`src/rtl/invmap_pkg.sv`:
```
`default_nettype none
// invmap_pkg: shared widths, entry field positions, owner and FSM encodings for the inverse-mapping table arbiter.
// The CLR state exists only when INVMAP_TABLE_CLEAR_EN is defined.
package invmap_pkg;

  localparam int INVMAP_ADDR_W = 8;
  localparam int INVMAP_DATA_W = 62;

  localparam int FLOWID_MSB = 61;
  localparam int FLOWID_LSB = 48;
  localparam int DMAC_MSB   = 47;

  typedef enum logic {
    OWN_LU  = 1'b0,
    OWN_CFG = 1'b1
  } owner_e;

  typedef enum logic [2:0] {
    ST_IDLE    = 3'd0,
    ST_LU      = 3'd1,
    ST_CFG_WR  = 3'd2,
    ST_CFG_RD  = 3'd3,
    ST_RD_WAIT = 3'd4
`ifdef INVMAP_TABLE_CLEAR_EN
    ,
    ST_CLR     = 3'd5
`endif
  } state_e;

  function automatic logic [INVMAP_DATA_W-1:0] make_entry(
    input logic [FLOWID_MSB-FLOWID_LSB:0] flowid,
    input logic [DMAC_MSB:0]              dmac
  );
    return {flowid, dmac};
  endfunction

endpackage : invmap_pkg
`default_nettype wire

```
`src/rtl/invmap_rd_wait_cnt.sv`:
```
`default_nettype none
// invmap_rd_wait_cnt: loadable RAM_LAT-cycle down-counter; done is high during the last wait cycle.
module invmap_rd_wait_cnt #(
  parameter int RAM_LAT = 2
) (
  input  logic clk,
  input  logic rst,
  input  logic start,
  output logic done
);

  localparam int CNT_W = (RAM_LAT < 2) ? 1 : $clog2(RAM_LAT + 1);
  localparam logic [CNT_W-1:0] CNT_LOAD = CNT_W'(RAM_LAT);

  logic [CNT_W-1:0] cnt_q;

  always_ff @(posedge clk or posedge rst) begin
    if (rst) begin
      cnt_q <= '0;
    end else if (start) begin
      cnt_q <= CNT_LOAD;
    end else if (cnt_q != '0) begin
      cnt_q <= cnt_q - 1'b1;
    end
  end

  assign done = (cnt_q == CNT_W'(1));

endmodule : invmap_rd_wait_cnt
`default_nettype wire

```
`src/rtl/inversemapping_table_arbiter.sv`:
```
`default_nettype none
// inversemapping_table_arbiter: owns the inverse-mapping RAM port, alternating lookup sessions and config accesses.
// Optional table-clear sweep enabled by defining INVMAP_TABLE_CLEAR_EN.
module inversemapping_table_arbiter
  import invmap_pkg::*;
#(
  parameter int ADDR_W  = INVMAP_ADDR_W,
  parameter int DATA_W  = INVMAP_DATA_W,
  parameter int DEPTH   = 256,
  parameter int RAM_LAT = 2
) (
  input  logic              i_clk,
  input  logic              i_rst,
  input  logic              i_lu_req,
  output logic              o_lu_gnt,
  input  logic              i_lu_rd,
  input  logic [ADDR_W-1:0] iv_lu_raddr,
  output logic [DATA_W-1:0] ov_lu_rdata,
  output logic              o_lu_viol,
  input  logic              i_cfg_wr,
  input  logic              i_cfg_rd,
  input  logic [ADDR_W-1:0] iv_cfg_addr,
  input  logic [DATA_W-1:0] iv_cfg_wdata,
  output logic              o_cfg_ack,
  output logic [DATA_W-1:0] ov_cfg_rdata,
`ifdef INVMAP_TABLE_CLEAR_EN
  input  logic              i_cfg_clear,
  output logic              o_clr_busy,
`endif
  output logic              o_ram_rd,
  output logic              o_ram_wr,
  output logic [ADDR_W-1:0] ov_ram_addr,
  output logic [DATA_W-1:0] ov_ram_wdata,
  input  logic [DATA_W-1:0] iv_ram_rdata
);

  state_e            state_q;
  state_e            state_d;
  owner_e            owner_q;
  logic              lu_gnt_q;
  logic              viol_q;
  logic              ack_q;
  logic [ADDR_W-1:0] addr_q;
  logic [DATA_W-1:0] wdata_q;
  logic [DATA_W-1:0] rdata_q;

  logic              cfg_req;
  logic              cfg_ok;
  logic              latch_cfg;
  logic              ack_set;
  logic              own_lu;
  logic              own_cfg;
  logic              capture;
  logic              cnt_start;
  logic              cnt_done;
  logic              ram_rd;
  logic              ram_wr;
  logic [ADDR_W-1:0] ram_addr;
  logic [DATA_W-1:0] ram_wdata;

`ifdef INVMAP_TABLE_CLEAR_EN
  localparam logic [ADDR_W:0] CLR_LAST = (ADDR_W + 1)'(DEPTH - 1);
  logic [ADDR_W:0] clr_cnt_q;
`endif

  // The ack cycle is excluded so the still-high level request is not taken twice.
  assign cfg_req = i_cfg_wr | i_cfg_rd;
  assign cfg_ok  = cfg_req && !ack_q && ((owner_q == OWN_LU) || !i_lu_req);

  invmap_rd_wait_cnt #(
    .RAM_LAT (RAM_LAT)
  ) u_rd_wait (
    .clk   (i_clk),
    .rst   (i_rst),
    .start (cnt_start),
    .done  (cnt_done)
  );

  always_ff @(posedge i_clk or posedge i_rst) begin
    if (i_rst) begin
      state_q <= ST_IDLE;
    end else begin
      state_q <= state_d;
    end
  end

  always_comb begin
    state_d   = state_q;
    latch_cfg = 1'b0;
    ack_set   = 1'b0;
    own_lu    = 1'b0;
    own_cfg   = 1'b0;
    capture   = 1'b0;
    cnt_start = 1'b0;
    ram_rd    = 1'b0;
    ram_wr    = 1'b0;
    ram_addr  = '0;
    ram_wdata = '0;
    unique case (state_q)
      ST_IDLE: begin
`ifdef INVMAP_TABLE_CLEAR_EN
        if (i_cfg_clear) begin
          state_d = ST_CLR;
        end else
`endif
        if (cfg_ok) begin
          latch_cfg = 1'b1;
          state_d   = i_cfg_wr ? ST_CFG_WR : ST_CFG_RD;
        end else if (i_lu_req) begin
          state_d = ST_LU;
        end
      end
      ST_LU: begin
        // Lookup engine drives the RAM directly so its read latency is unchanged.
        ram_rd   = i_lu_rd;
        ram_addr = iv_lu_raddr;
        if (!i_lu_req) begin
          own_lu  = 1'b1;
          state_d = ST_IDLE;
        end
      end
      ST_CFG_WR: begin
        ram_wr    = 1'b1;
        ram_addr  = addr_q;
        ram_wdata = wdata_q;
        ack_set   = 1'b1;
        own_cfg   = 1'b1;
        state_d   = ST_IDLE;
      end
      ST_CFG_RD: begin
        ram_rd    = 1'b1;
        ram_addr  = addr_q;
        cnt_start = 1'b1;
        state_d   = ST_RD_WAIT;
      end
      ST_RD_WAIT: begin
        if (cnt_done) begin
          capture = 1'b1;
          ack_set = 1'b1;
          own_cfg = 1'b1;
          state_d = ST_IDLE;
        end
      end
`ifdef INVMAP_TABLE_CLEAR_EN
      ST_CLR: begin
        ram_wr   = 1'b1;
        ram_addr = clr_cnt_q[ADDR_W-1:0];
        if (clr_cnt_q == CLR_LAST) begin
          ack_set = 1'b1;
          own_cfg = 1'b1;
          state_d = ST_IDLE;
        end
      end
`endif
      default: begin
        state_d = ST_IDLE;
      end
    endcase
  end

  always_ff @(posedge i_clk or posedge i_rst) begin
    if (i_rst) begin
      owner_q  <= OWN_CFG;
      lu_gnt_q <= 1'b0;
      viol_q   <= 1'b0;
      ack_q    <= 1'b0;
      addr_q   <= '0;
      wdata_q  <= '0;
      rdata_q  <= '0;
    end else begin
      lu_gnt_q <= (state_d == ST_LU);
      ack_q    <= ack_set;
      if (i_lu_rd && !lu_gnt_q) begin
        viol_q <= 1'b1;
      end
      if (latch_cfg) begin
        addr_q  <= iv_cfg_addr;
        wdata_q <= iv_cfg_wdata;
      end
      if (capture) begin
        rdata_q <= iv_ram_rdata;
      end
      if (own_lu) begin
        owner_q <= OWN_LU;
      end else if (own_cfg) begin
        owner_q <= OWN_CFG;
      end
    end
  end

`ifdef INVMAP_TABLE_CLEAR_EN
  // One bit wider than the address so the sweep end is distinguishable from entry 0.
  always_ff @(posedge i_clk or posedge i_rst) begin
    if (i_rst) begin
      clr_cnt_q <= '0;
    end else if (state_q == ST_CLR) begin
      clr_cnt_q <= clr_cnt_q + 1'b1;
    end else begin
      clr_cnt_q <= '0;
    end
  end

  assign o_clr_busy = (state_q == ST_CLR);
`endif

  assign o_lu_gnt     = lu_gnt_q;
  assign o_lu_viol    = viol_q;
  assign o_cfg_ack    = ack_q;
  assign ov_cfg_rdata = rdata_q;
  assign ov_lu_rdata  = iv_ram_rdata;
  assign o_ram_rd     = ram_rd;
  assign o_ram_wr     = ram_wr;
  assign ov_ram_addr  = ram_addr;
  assign ov_ram_wdata = ram_wdata;

endmodule : inversemapping_table_arbiter
`default_nettype wire

```
`config.mk`:
```
export PLATFORM = sky130hd
export DESIGN_NAME = inversemapping_table_arbiter
export DESIGN_NICKNAME = d
export VERILOG_FILES = /design/src/rtl/invmap_pkg.sv /design/src/rtl/invmap_rd_wait_cnt.sv /design/src/rtl/inversemapping_table_arbiter.sv
export SDC_FILE = /design/constraint.sdc
export NUM_CORES = 1
export LEC_CHECK = 0
export BUFFER_PORTS_ARGS = -buffer_cell sky130_fd_sc_hd__buf_2
export CELL_PAD_IN_SITES_DETAIL_PLACEMENT = 1
export CELL_PAD_IN_SITES_GLOBAL_PLACEMENT = 2
export CORE_ASPECT_RATIO = 1.5
export CORE_MARGIN = 2
export CORE_UTILIZATION = 28
export CTS_CLUSTER_SIZE = 28
export DETAILED_ROUTE_END_ITERATION = 12
export PLACE_DENSITY_LB_ADDON = 0.1
export SLEW_MARGIN = 20
export SYNTH_ARGS = -nofsm -noshare
export SYNTH_HDL_FRONTEND = slang
export SYNTH_SLANG_ARGS = --single-unit
```
`constraint.sdc`:
```
create_clock -name i_clk -period 4.8 [get_ports i_clk]
set_clock_uncertainty 0.1 [all_clocks]
set_input_delay 0.24 -clock i_clk [delete_from_list [all_inputs] [get_ports i_clk]]
set_output_delay 0.24 -clock i_clk [all_outputs]
set_load 0.02 [all_outputs]
```
==> impl_results.md, run 1 <==
- Post-synthesis sequential area ratio: 52.5%
- Mux cell area share after synthesis: 26.1%
- Fill count: 2608
- Vias in the first global route: 5725
- First-pass detailed-route iteration total: 4
- Worst Setup SP: state_q[1]
- Post-Synthesis Cells: 472
- CP delay by family, top: compound AO/OA/AOI/OAI gates
- Area added between synthesis and finish: 51.1%
- Number of warnings printed during yosys synthesis: 0
- Grt total ovfl: 0
- Least-Margin Pin Slew: 1.04 ns
- Largest net degree at the start of global routing: 105
- CTS resizes: 0
- Register area: 3530 µm²
- H-tree depth: 4
- Syn_nets: 620
- R2R cell count: 3
- Status: completed
- R2r endpoint: wdata_q[32]
- DIE WIDTH: 130 µm
- Residual DRC: 0
- Final Setup Violations: 0
- Fmax: 397 MHz
- Post-synth design cell area: 6720 µm²
- Initial DRC Count: 117
- Distinct cells, synth: 33
- Clock Sinks: 141
- Final Hold Viols: 0
- Cts hold-fix bufs: 136
- Sink of the worst hold path: state_q[0]
- I/O pin count: 345
- Worst Path Required: 5.00 ns
- Worst path max stage delay: 0.94 ns
- Nets: 1035
- Post-synthesis compound-gate area fraction: 1.88%
- Global-route wire length before repair: 31000 µm
- Adder-cell share of the synthesized area: 0.372%
- Simple-gate share of the synthesized area: 7.65%
- CP Capture Type: flop
- Initial core utilization: 28.4%
- CP bufs+invs: 0
- Dpl cell area: 8150 µm²
- Slowest CP cell: o2111a_4
- Area of the multi-input gates: 2450 µm²
- Worst Hold Path Cells: 3
- Critical-path cell list: nor2_1, o2111a_4, mux2_2
- Relative slew slack: 30.6%
- Min-delay src: i_cfg_rd
- Main combinational cell family by area after synthesis: multiplexers
- CP arrival: 2.72 ns
- Vias: 5149
- Post-CTS Setup Inserts: 0
- Layout cells sized above 1: 57.6%
- Final instance area: 10200 µm²
- Critical path launch point type: flop
- Total GRT Usage: 15.9%
- Post-synthesis register bit count: 141
- Clock buffer count from CTS: 17
- Power per cell area: 586 nW/µm²
- Die Area: 25300 µm²
- Clock Tree Buf Depth: 2
- Insertion delay to the later sink of the worst-skew pair: 0.42 ns
- Period utilization: 52.4%
- FP Rows: 69
- Tmin final: 2.52 ns
- Core box area: 23700 µm²
- RSZ-0062 raised after global routing: no
- TritonCTS clock tree: yes
- Placer Congestion: 0.712
- Initial antenna violation count: 2
- Worst hold path class: input port to flop
- Total negative slack: 0 ns
- Max Slew Vio Count: 0
- WL per Instance: 16.4 µm
- MaxCap Viol Count: 0
- Final ANT Viol Nets: 0
- FF-to-FF Start: state_q[1]
- Crit Path Category: flop to flop
- Vias per cell: 4.22
- Total wire length: 20000 µm
- Reg clk slew, reported paths: 0.06 ns
- Worst-path fanout max: 71
- Die Height: 194 µm
- Clk root buf: clkbuf_16
- Most common cell after layout, fill and taps aside: buf_2
- Commonest cells after routing, fill and taps aside: buf_2, dfrtp_1, dlygate4sd3_1
- IO buf count: 344
- Detailed placement HPWL: 13800 µm
- XOR/XNOR Fraction of Synth Area: 0.130%
- FF-to-FF setup slack: 2.28 ns
- Maximum vdd ir drop: 277 µV
- Leakage Power: 0.00518 µW
- Mean Syn Cell Area: 14.2 µm²
[tightest hold or removal path, stage by stage]
cell and delay [ns]:
buf_2 0.12, a21oi_1 0.14, a2111oi_0 0.08
[layout make-up]
cell class	count	area share [%]
multi-input combinational	238	24.1
tap	319	3.93
clock inverter	11	1.63
inverter	5	0.234
antenna	1	0.0246
timing repair buffer	484	30.7
clock buffer	20	4.60
sequential	141	34.8
[metrics by stage]
stage	total power (µW)	hold slack, ns	cells	utilization, %	setup WS [ns]
after detailed placement	4510	0.350	1051	34.5	2.17
after floorplan	3850	0.250	472	-	0.680
after CTS	6060	0.0788	1218	42.9	2.16
after global placement	4440	0.340	1051	34.5	2.23
after global routing	6330	0.0939	1218	42.9	2.09
final	5950	0.105	1219	42.9	2.28
[synth_stat cells]
master	number	share of area, %
buf_12	6	1.8
buf_4	62	6.9
dfrtp_1	140	52
a31oi_1	1	0.093
or2_2	1	0.093
mux2_1	2	0.34
inv_1	5	0.28
nand2_1	3	0.17
o211a_1	1	0.15
buf_2	1	0.074
nor3b_1	2	0.22
o21ai_0	2	0.15
buf_6	10	1.7
nor4bb_2	1	0.24
nor2_2	1	0.093
xnor2_1	1	0.13
a22oi_1	8	0.89
nand3b_1	1	0.11
nor2_1	11	0.61
clkbuf_2	5	0.37
ha_1	2	0.37
o2111a_1	1	0.17
clkbuf_1	4	0.22
a21oi_1	1	0.074
mux2_4	68	15
dfstp_2	1	0.39
and2_1	63	5.9
a21o_1	1	0.11
nor2b_1	1	0.093
a2111oi_0	1	0.13
o31ai_1	1	0.11
nor3_2	1	0.15
mux2_2	63	11
[sequential cells by signal, summed over array words and instances, names as in the netlist]
| signal | cells |
|---|---|
| o_lu_gnt | 1 |
| o_lu_viol | 1 |
| o_cfg_ack | 1 |
| ov_cfg_rdata | 62 |
| wdata_q | 62 |
| addr_q | 8 |
| state_q | 3 |
| u_rd_wait.cnt_q | 2 |
| owner_q | 1 |
[where the power goes]
group	leakage [µW]	switching (µW)	internal, µW	total (µW)
Combinational	0.00313	1270	1260	2530
Clock	0.000300	503	905	1410
Sequential	0.00174	295	1720	2020
Total	0.00518	2070	3880	5950
[cell families (layout without fill, tap and decap cells)]
group	after synthesis	count (layout)
compound gates	17	17
flops	141	141
simple gates	85	85
xor+xnor	1	1
other cells	0	1
fa+ha+maj	2	2
buf+inv	93	520
mux	133	133
[per-layer routing]
metal  wire length (µm)  part of all wire (%)  track usage (%)
met1               7420                    37             16.9
met2              10400                    52             28.3
met3               1460                   7.3             4.69
met4                743                   3.7             7.57
met5                  0                     0                0
[worst max path at each step]
stage                     cells after the start  slack (ns)          endpoint
after floorplan                               1        0.68         addr_q[0]
after global placement                        3        2.23  ov_cfg_rdata[16]
after detailed placement                      3        2.17  ov_cfg_rdata[16]
after CTS                                     3        2.16  ov_cfg_rdata[17]
after global routing                          4        2.09  ov_ram_wdata[57]
final                                         3        2.28       wdata_q[32]
(Power assumes the default switching activity.)
==> run 2: changes to the inputs <==
--- a/config.mk
+++ b/config.mk
@@ -10,7 +10,7 @@
 export CELL_PAD_IN_SITES_GLOBAL_PLACEMENT = 2
 export CORE_ASPECT_RATIO = 1.5
 export CORE_MARGIN = 2
-export CORE_UTILIZATION = 28
+export CORE_UTILIZATION = 26
 export CTS_CLUSTER_SIZE = 28
 export DETAILED_ROUTE_END_ITERATION = 12
 export PLACE_DENSITY_LB_ADDON = 0.1
==> constraint.sdc (replaced) <==
create_clock -name i_clk -period 2.1 [get_ports i_clk]
set_clock_uncertainty 0.1 [all_clocks]
set_input_delay 0.105 -clock i_clk [delete_from_list [all_inputs] [get_ports i_clk]]
set_output_delay 0.105 -clock i_clk [all_outputs]
set_load 0.02 [all_outputs]
==> run 2 against run 1 <==
Final cell count grew 4.6%. Global-route usage is essentially flat. Register-to-register slack lost 2.2 ns. Sequential power grew 130%. Sequential cell count is the same. First-iteration DRC count grew 17%. Critical path type is now flop to primary output. Highest routed layer unchanged.
==> impl_results.md, run 2 (synthesized netlist as in run 1, its figures left out) <==
- Residual DRC: 0 (unchanged)
- Tmin final: 2.08 ns
- Vias in the first global route: 6085 (+6.3%)
- Clock buffer count from CTS: 17 (unchanged)
- Maximum vdd ir drop: 587 µV (+110%)
- Max Slew Vio Count: 0 (unchanged)
- Clk root buf: clkbuf_16
- Detailed placement HPWL: 15100 µm (+9.5%)
- Initial core utilization: 26.3% (-2.1 points)
- Clock Tree Buf Depth: 2 (unchanged)
- Final ANT Viol Nets: 0 (unchanged)
- DIE WIDTH: 135 µm (+3.7%)
- RSZ-0062 raised after global routing: yes
- Final Hold Viols: 0 (unchanged)
- Worst-path fanout max: 8 (-89%)
- Register area: 3530 µm² (about the same)
- Fmax: 481 MHz
- Area added between synthesis and finish: 65.9%
- Nets: 1077 (+4.1%)
- First-pass detailed-route iteration total: 4 (unchanged)
- Post-place setup slack: 0.0537 ns (-2.11 ns)
- Met3 WL: 1640 µm (+12%)
- Worst Path Required: 1.89 ns (-3.11 ns)
- Met2 Routed Length: 12600 µm (+22%)
- Min-delay src: i_cfg_rd
- FF-to-FF Start: state_q[2]
- Vias per cell: 4.23 (+0.18%)
- Crit Path Category: flop to primary output
- Final instance area: 11100 µm² (+9.8%)
- Total GRT Usage: 15.9% (about the same)
- Layout cells sized above 1: 62.8% (+5.2 points)
- R2R cell count: 5 (+2)
- Most common cell after layout, fill and taps aside: buf_2
- Total placed cells including tap cells: 1087 (+3.4%)
- Insertion delay to the later sink of the worst-skew pair: 0.42 ns (about the same)
- Core box area: 25600 µm² (+8.2%)
- Sink of the worst hold path: o_lu_gnt
- Power per cell area: 1340 nW/µm² (+130%)
- Dpl cell area: 8450 µm² (+3.6%)
- Die Height: 201 µm (+3.7%)
- Period utilization: 98.9%
- Grt total ovfl: 0 (unchanged)
- I/O pin count: 345 (unchanged)
- CP Capture Type: primary output
- Initial antenna violation count: 0 (-2)
- Total wire length: 22600 µm (+13%)
- Clock Sinks: 141 (unchanged)
- H-tree depth: 4 (unchanged)
- Diodes inserted: 0 (-1)
- FF-to-FF setup slack: 0.08 ns (-2.20 ns)
- Uppermost routed layer: met4
- WL per Instance: 17.7 µm (+8.2%)
- Leakage Power: 0.00555 µW (+7.2%)
- Vias: 5395 (+4.8%)
- Least-Margin Pin Slew: 0.704 ns (-0.336 ns)
- Global-route wire length before repair: 33000 µm (+6.3%)
- Setup ws final: 0.0226 ns (-2.26 ns)
- Placer Congestion: 0.735 (+3.2%)
- Reg clk slew, reported paths: 0.06 ns (about the same)
- Critical path launch point type: flop
- IO buf count: 344 (unchanged)
- Worst Hold Path Cells: 3 (unchanged)
- R2r endpoint: wdata_q[26]
- TritonCTS clock tree: yes
- Worst hold path class: input port to flop
- Met1 wire length: 7920 µm (+6.7%)
- Die Area: 27200 µm² (+7.5%)
- Fill count: 2764 (+6.0%)
- Area of the multi-input gates: 2540 µm² (+3.6%)
- Relative slew slack: 53.0% (+22 points)
- Initial DRC Count: 137 (+17%)
- Final Setup Violations: 0 (unchanged)
- Commonest cells after routing, fill and taps aside: buf_2, dfrtp_1, dlygate4sd3_1
- Largest net degree at the start of global routing: 39 (-63%)
- CP arrival: 1.87 ns (-0.85 ns)
- Finished Layout Cells: 1275 (+4.6%)
- Status: completed
- MaxCap Viol Count: 0 (unchanged)
- FP Rows: 72 (+4.3%)
## run 2: cell types whose count changed in the layout (fill, tap and decap cells not counted), sizes merged
cell,before,now
buf,348,385
clkbuf,20,26
bufinv,4,3
clkinv,3,4
diode,1,0
dlygate4sd3,136,137
inv,5,4
## run 2: stage by stage
stage | TNS (ns) | power [µW] | hold WS [ns] | util (%)
3_5_place_dp | 0 | 10600 | 0.160 | 33.0
6_report | 0 | 14900 | 0.0843 | 43.6
3_3_place_gp | 0 | 10500 | 0.158 | 33.0
2_1_floorplan | 0 | 8810 | 0.115 | -
5_1_grt | -0.522 | 15800 | 0.0770 | 43.6
4_1_cts | 0 | 14400 | 0.0416 | 41.4
## run 2: worst max path at each step
stage,from,end,slack (ns)
5_1_grt,state_q[2],ov_ram_wdata[19],-0.05
4_1_cts,state_q[2],ov_ram_wdata[27],0.004
2_1_floorplan,i_rst,addr_q[0],0.13
6_report,state_q[2],ov_ram_wdata[19],0.02
3_5_place_dp,u_rd_wait.cnt_q[1],ov_cfg_rdata[4],0.05
3_3_place_gp,u_rd_wait.cnt_q[1],ov_cfg_rdata[49],0.13
## run 2: where the power goes
group | leakage (µW) | internal (µW) | switching [µW]
Sequential | 0.00174 | 3940 | 653
Combinational | 0.00351 | 3880 | 3310
Clock | 0.000298 | 1990 | 1160
## run 2: cell type report
cell class | count | area share [%]
clock buffers | 22 | 4.34
clock inverters | 10 | 1.22
inverters | 5 | 0.202
multi-input cells | 238 | 22.8
flip-flops and latches | 141 | 31.7
well taps | 333 | 3.74
repair buffers | 526 | 36.1
## run 2: routing by layer
metal	vias to the layer above	GRT usage (%)
li1	2452	-
met1	2692	15.5
met2	224	30.8
met3	27	4.87
met4	0	5.80
met5	-	0
## run 2: repair_timing
action                                 CTS  global route
setup endpoints to repair               63            79
setup buffers                            4             9
pin swaps                                1            27
endpoints found under the hold margin  152             0
resized for setup                       21           133
gates cloned                             2             4
hold buffers                           137             0
## run 2: critical path, cell delays in order, from the launching register on
cell       delay [ns]
dfrtp_1          0.41
buf_8            0.14
nor3b_4          0.23
buf_12           0.19
clkbuf_16        0.17
and2_1           0.15
buf_4            0.14
==> run 3: changes to the inputs <==
--- a/config.mk
+++ b/config.mk
@@ -5,12 +5,13 @@
 export SDC_FILE = /design/constraint.sdc
 export NUM_CORES = 1
 export LEC_CHECK = 0
+export ABC_AREA = 1
 export BUFFER_PORTS_ARGS = -buffer_cell sky130_fd_sc_hd__buf_2
 export CELL_PAD_IN_SITES_DETAIL_PLACEMENT = 1
 export CELL_PAD_IN_SITES_GLOBAL_PLACEMENT = 2
 export CORE_ASPECT_RATIO = 1.5
 export CORE_MARGIN = 2
-export CORE_UTILIZATION = 26
+export CORE_UTILIZATION = 22
 export CTS_CLUSTER_SIZE = 28
 export DETAILED_ROUTE_END_ITERATION = 12
 export PLACE_DENSITY_LB_ADDON = 0.1
==> constraint.sdc (replaced) <==
create_clock -name i_clk -period 1.9 [get_ports i_clk]
set_clock_uncertainty 0.1 [all_clocks]
set_input_delay 0.095 -clock i_clk [delete_from_list [all_inputs] [get_ports i_clk]]
set_output_delay 0.095 -clock i_clk [all_outputs]
set_load 0.02 [all_outputs]
==> run 3 against run 2 <==
Critical path depth decreased by 1. Setup slack improved by 0.087 ns. Non-clock buffer count fell by 25. Global-route usage fell by 1.6 points. Die area is 12% higher. Critical path type unchanged. Critical endpoint is now ov_ram_wdata[16]. Largest power group unchanged.
==> impl_results.md, run 3 <==
- Final ANT Viol Nets: 0 (unchanged)
- Worst Hold Path Cells: 5 (+2)
- Crit Path Category: flop to primary output
- Commonest cells in the netlist: nand2_1, inv_1, dfrtp_1, o21ai_0, nor2_1
- Min-delay src: i_cfg_rd
- FF-to-FF Start: state_q[1]
- IO buf count: 344 (unchanged)
- Number of warnings printed during yosys synthesis: 0 (unchanged)
- Post-synth EDFFs: 0 (unchanged)
- Mean Syn Cell Area: 8.42 µm² (-41%)
- WL per Instance: 13.8 µm (-22%)
- Max Slew Vio Count: 0 (unchanged)
- Relative slew slack: 72.6% (+20 points)
- Worst-path fanout max: 32 (+24)
- Setup ws final: 0.110 ns (+0.0873 ns)
- Clock buffer count from CTS: 17 (unchanged)
- Finished Layout Cells: 1587 (+24%)
- Period utilization: 94.2%
- Commonest cells after routing, fill and taps aside: buf_2, nand2_1, inv_1
- First-pass detailed-route iteration total: 4 (unchanged)
- Total GRT Usage: 14.3% (-1.6 points)
- Leakage Power: 0.00556 µW (+0.21%)
- Area added between synthesis and finish: 60.2%
- Worst hold path class: input port to flop
- Total wire length: 21800 µm (-3.4%)
- Detailed placement HPWL: 15300 µm (+1.2%)
- Grt total ovfl: 0 (unchanged)
- Vias: 6172 (+14%)
- Final Setup Violations: 0 (unchanged)
- Worst Path Required: 1.70 ns (-0.19 ns)
- Core box area: 28700 µm² (+12%)
- Clock Tree Buf Depth: 2 (unchanged)
- Largest net degree at the start of global routing: 93 (+140%)
- Area share of the largest cell type after synthesis: 54.7% (+2.6 points)
- WHS: 0.0112 ns (-0.0731 ns)
- Psw: 6450 µW (+26%)
- Vias in the first global route: 6456 (+6.1%)
- Synth area leader: dfrtp_1
- MaxCap Viol Count: 0 (unchanged)
- TritonCTS clock tree: yes
- CP Capture Type: primary output
- Post-synth design cell area: 6400 µm² (-4.7%)
- Vias per cell: 3.89 (-8.1%)
- Post-synth ARST share: 100% (unchanged)
- Sw Ratio: 41.4% (+7.1 points)
- Most common cell in the netlist: nand2_1
- Final Hold Viols: 0 (unchanged)
- Gate power share: 45.8% (-2.4 points)
- Global-route wire length before repair: 33900 µm (+2.7%)
- H-tree depth: 4 (unchanged)
- Placer Congestion: 0.737 (+0.34%)
- Synth area leaders: dfrtp_1, nand2_1, inv_1
- Final instance area: 10300 µm² (-8.0%)
- Sink of the worst hold path: state_q[1]
- Total placed cells including tap cells: 1413 (+30%)
- Clk pwr share: 22.1% (+1.0 points)
- Most common cell after layout, fill and taps aside: buf_2
- Initial DRC Count: 162 (+18%)
- Die Area: 30500 µm² (+12%)
- I/O pin count: 345 (unchanged)
- FP Rows: 76 (+5.6%)
- Initial core utilization: 22.3% (-4.0 points)
- Dpl cell area: 8180 µm² (-3.1%)
- Maximum vdd ir drop: 635 µV (+8.1%)
- Status: completed
- R2R cell count: 9 (+4)
- Residual DRC: 0 (unchanged)
- FF-to-FF setup slack: 0.28 ns (+0.20 ns)
- Syn_nets: 908 (+46%)
- DIE WIDTH: 143 µm (+5.9%)
- Fmax: 559 MHz
- Die Height: 213 µm (+6.0%)
- Nets: 1332 (+24%)
- Least-Margin Pin Slew: 0.411 ns (-0.293 ns)
- Initial antenna violation count: 0 (unchanged)
- Distinct cells, synth: 23 (-30%)
- Int Power: 9140 µW (-6.9%)
- Total negative slack: 0 ns (unchanged)
- Layout cells sized above 1: 34.5% (-28 points)
- Sequential power share: 32.1% (+1.4 points)
- Power per cell area: 1520 nW/µm² (+13%)
- Reg clk slew, reported paths: 0.06 ns (about the same)
- Clock Sinks: 141 (unchanged)
- Diodes inserted: 0 (unchanged)
- Post-synthesis register bit count: 141 (unchanged)
- Post-place setup slack: 0.238 ns (+0.184 ns)
- Main synth FF type: dfrtp_1
- Insertion delay to the later sink of the worst-skew pair: 0.42 ns (about the same)
- Post-Synthesis Cells: 760 (+61%)
- Post-synthesis sequential area ratio: 55.2% (+2.6 points)
- R2r endpoint: wdata_q[19]
- Clk root buf: clkbuf_16
- Tmin final: 1.79 ns
- CP arrival: 1.60 ns (-0.27 ns)
- Critical path launch point type: flop
[run 3: cell types whose count changed in the layout (fill, tap and decap cells not counted), sizes merged, moves of 8 or more]
| cell | delta |
|---|---|
| and2 | -63 |
| o21ai | +139 |
| nand2 | +149 |
| mux2 | -133 |
| inv | +145 |
| buf | -20 |
| a22oi | -8 |
| nor2 | +57 |
[run 3: critical path: stages, from the launching register on]
cell	delay [ns]
dfrtp_2	0.44
inv_2	0.09
nand3_4	0.12
buf_12	0.20
nor2_2	0.13
buf_2	0.18
[run 3: cell families after synthesis]
kind of cell    count (synthesis)  share of synthesized area [%]
flops                         141                           55.2
fa+ha+maj                       2                          0.391
simple gates                  227                           13.7
buf+inv                       244                           19.1
xor+xnor                        1                          0.137
compound gates                145                           11.5
[run 3: per-layer routing]
| layer | up-vias | wire [µm] | global-route usage, % | share of wire, % |
|---|---|---|---|---|
| li1 | 3062 | - | - | - |
| met3 | 24 | 1440 | 4.51 | 6.6 |
| met5 | - | 0 | 0 | 0 |
| met1 | 2852 | 8840 | 16.6 | 40 |
| met4 | 0 | 407 | 5.10 | 1.9 |
| met2 | 234 | 11100 | 24.7 | 51 |
[run 3: worst max-delay path by stage]
stage,startpoint,to,slack [ns],cells after the start
4_1_cts,state_q[0],ov_ram_wdata[24],0.003,5
6_report,state_q[0],ov_ram_wdata[16],0.11,5
3_5_place_dp,state_q[2],ov_ram_addr[3],0.24,6
2_1_floorplan,i_rst,addr_q[0],-0.06,1
5_1_grt,state_q[2],ov_ram_addr[1],-0.006,7
3_3_place_gp,state_q[2],ov_ram_addr[1],0.27,6
[run 3: what timing repair did]
action                                  4_1_cts  5_1_grt
hold buffers                                135        0
cloned                                        0        2
setup buffers                                 4        1
endpoints found under the hold margin       277        0
resized for setup                             6       12
endpoints found under the setup margin       12       59
pin swaps                                     1        0
[run 3: per-stage QoR]
stage / total power (µW) / utilization [%]
finish: 15600 / 35.7
global placement: 11800 / 28.5
detailed placement: 11900 / 28.5
floorplan: 9460 / -
CTS: 15800 / 35.4
global route: 16900 / 35.7
[run 3: final cells by class]
| class | instances | area (µm²) |
|---|---|---|
| Multi-Input combinational cell | 375 | 1690 |
| Fill cell | 3494 | 18500 |
| Clock inverter | 10 | 136 |
| Clock buffer | 22 | 464 |
| Sequential cell | 141 | 3530 |
| Timing Repair Buffer | 501 | 3380 |
| Inverter | 148 | 559 |
| Tap cell | 390 | 488 |
[run 3: power groups by stage]
stage / Combinational [µW] / Clock (µW) / Sequential [µW]
after floorplan: 3720 / 0 / 5740
after global placement: 6790 / 0 / 4980
after detailed placement: 6820 / 0 / 5050
after CTS: 7150 / 3610 / 5010
after global routing: 8040 / 3730 / 5170
final: 7150 / 3450 / 5000
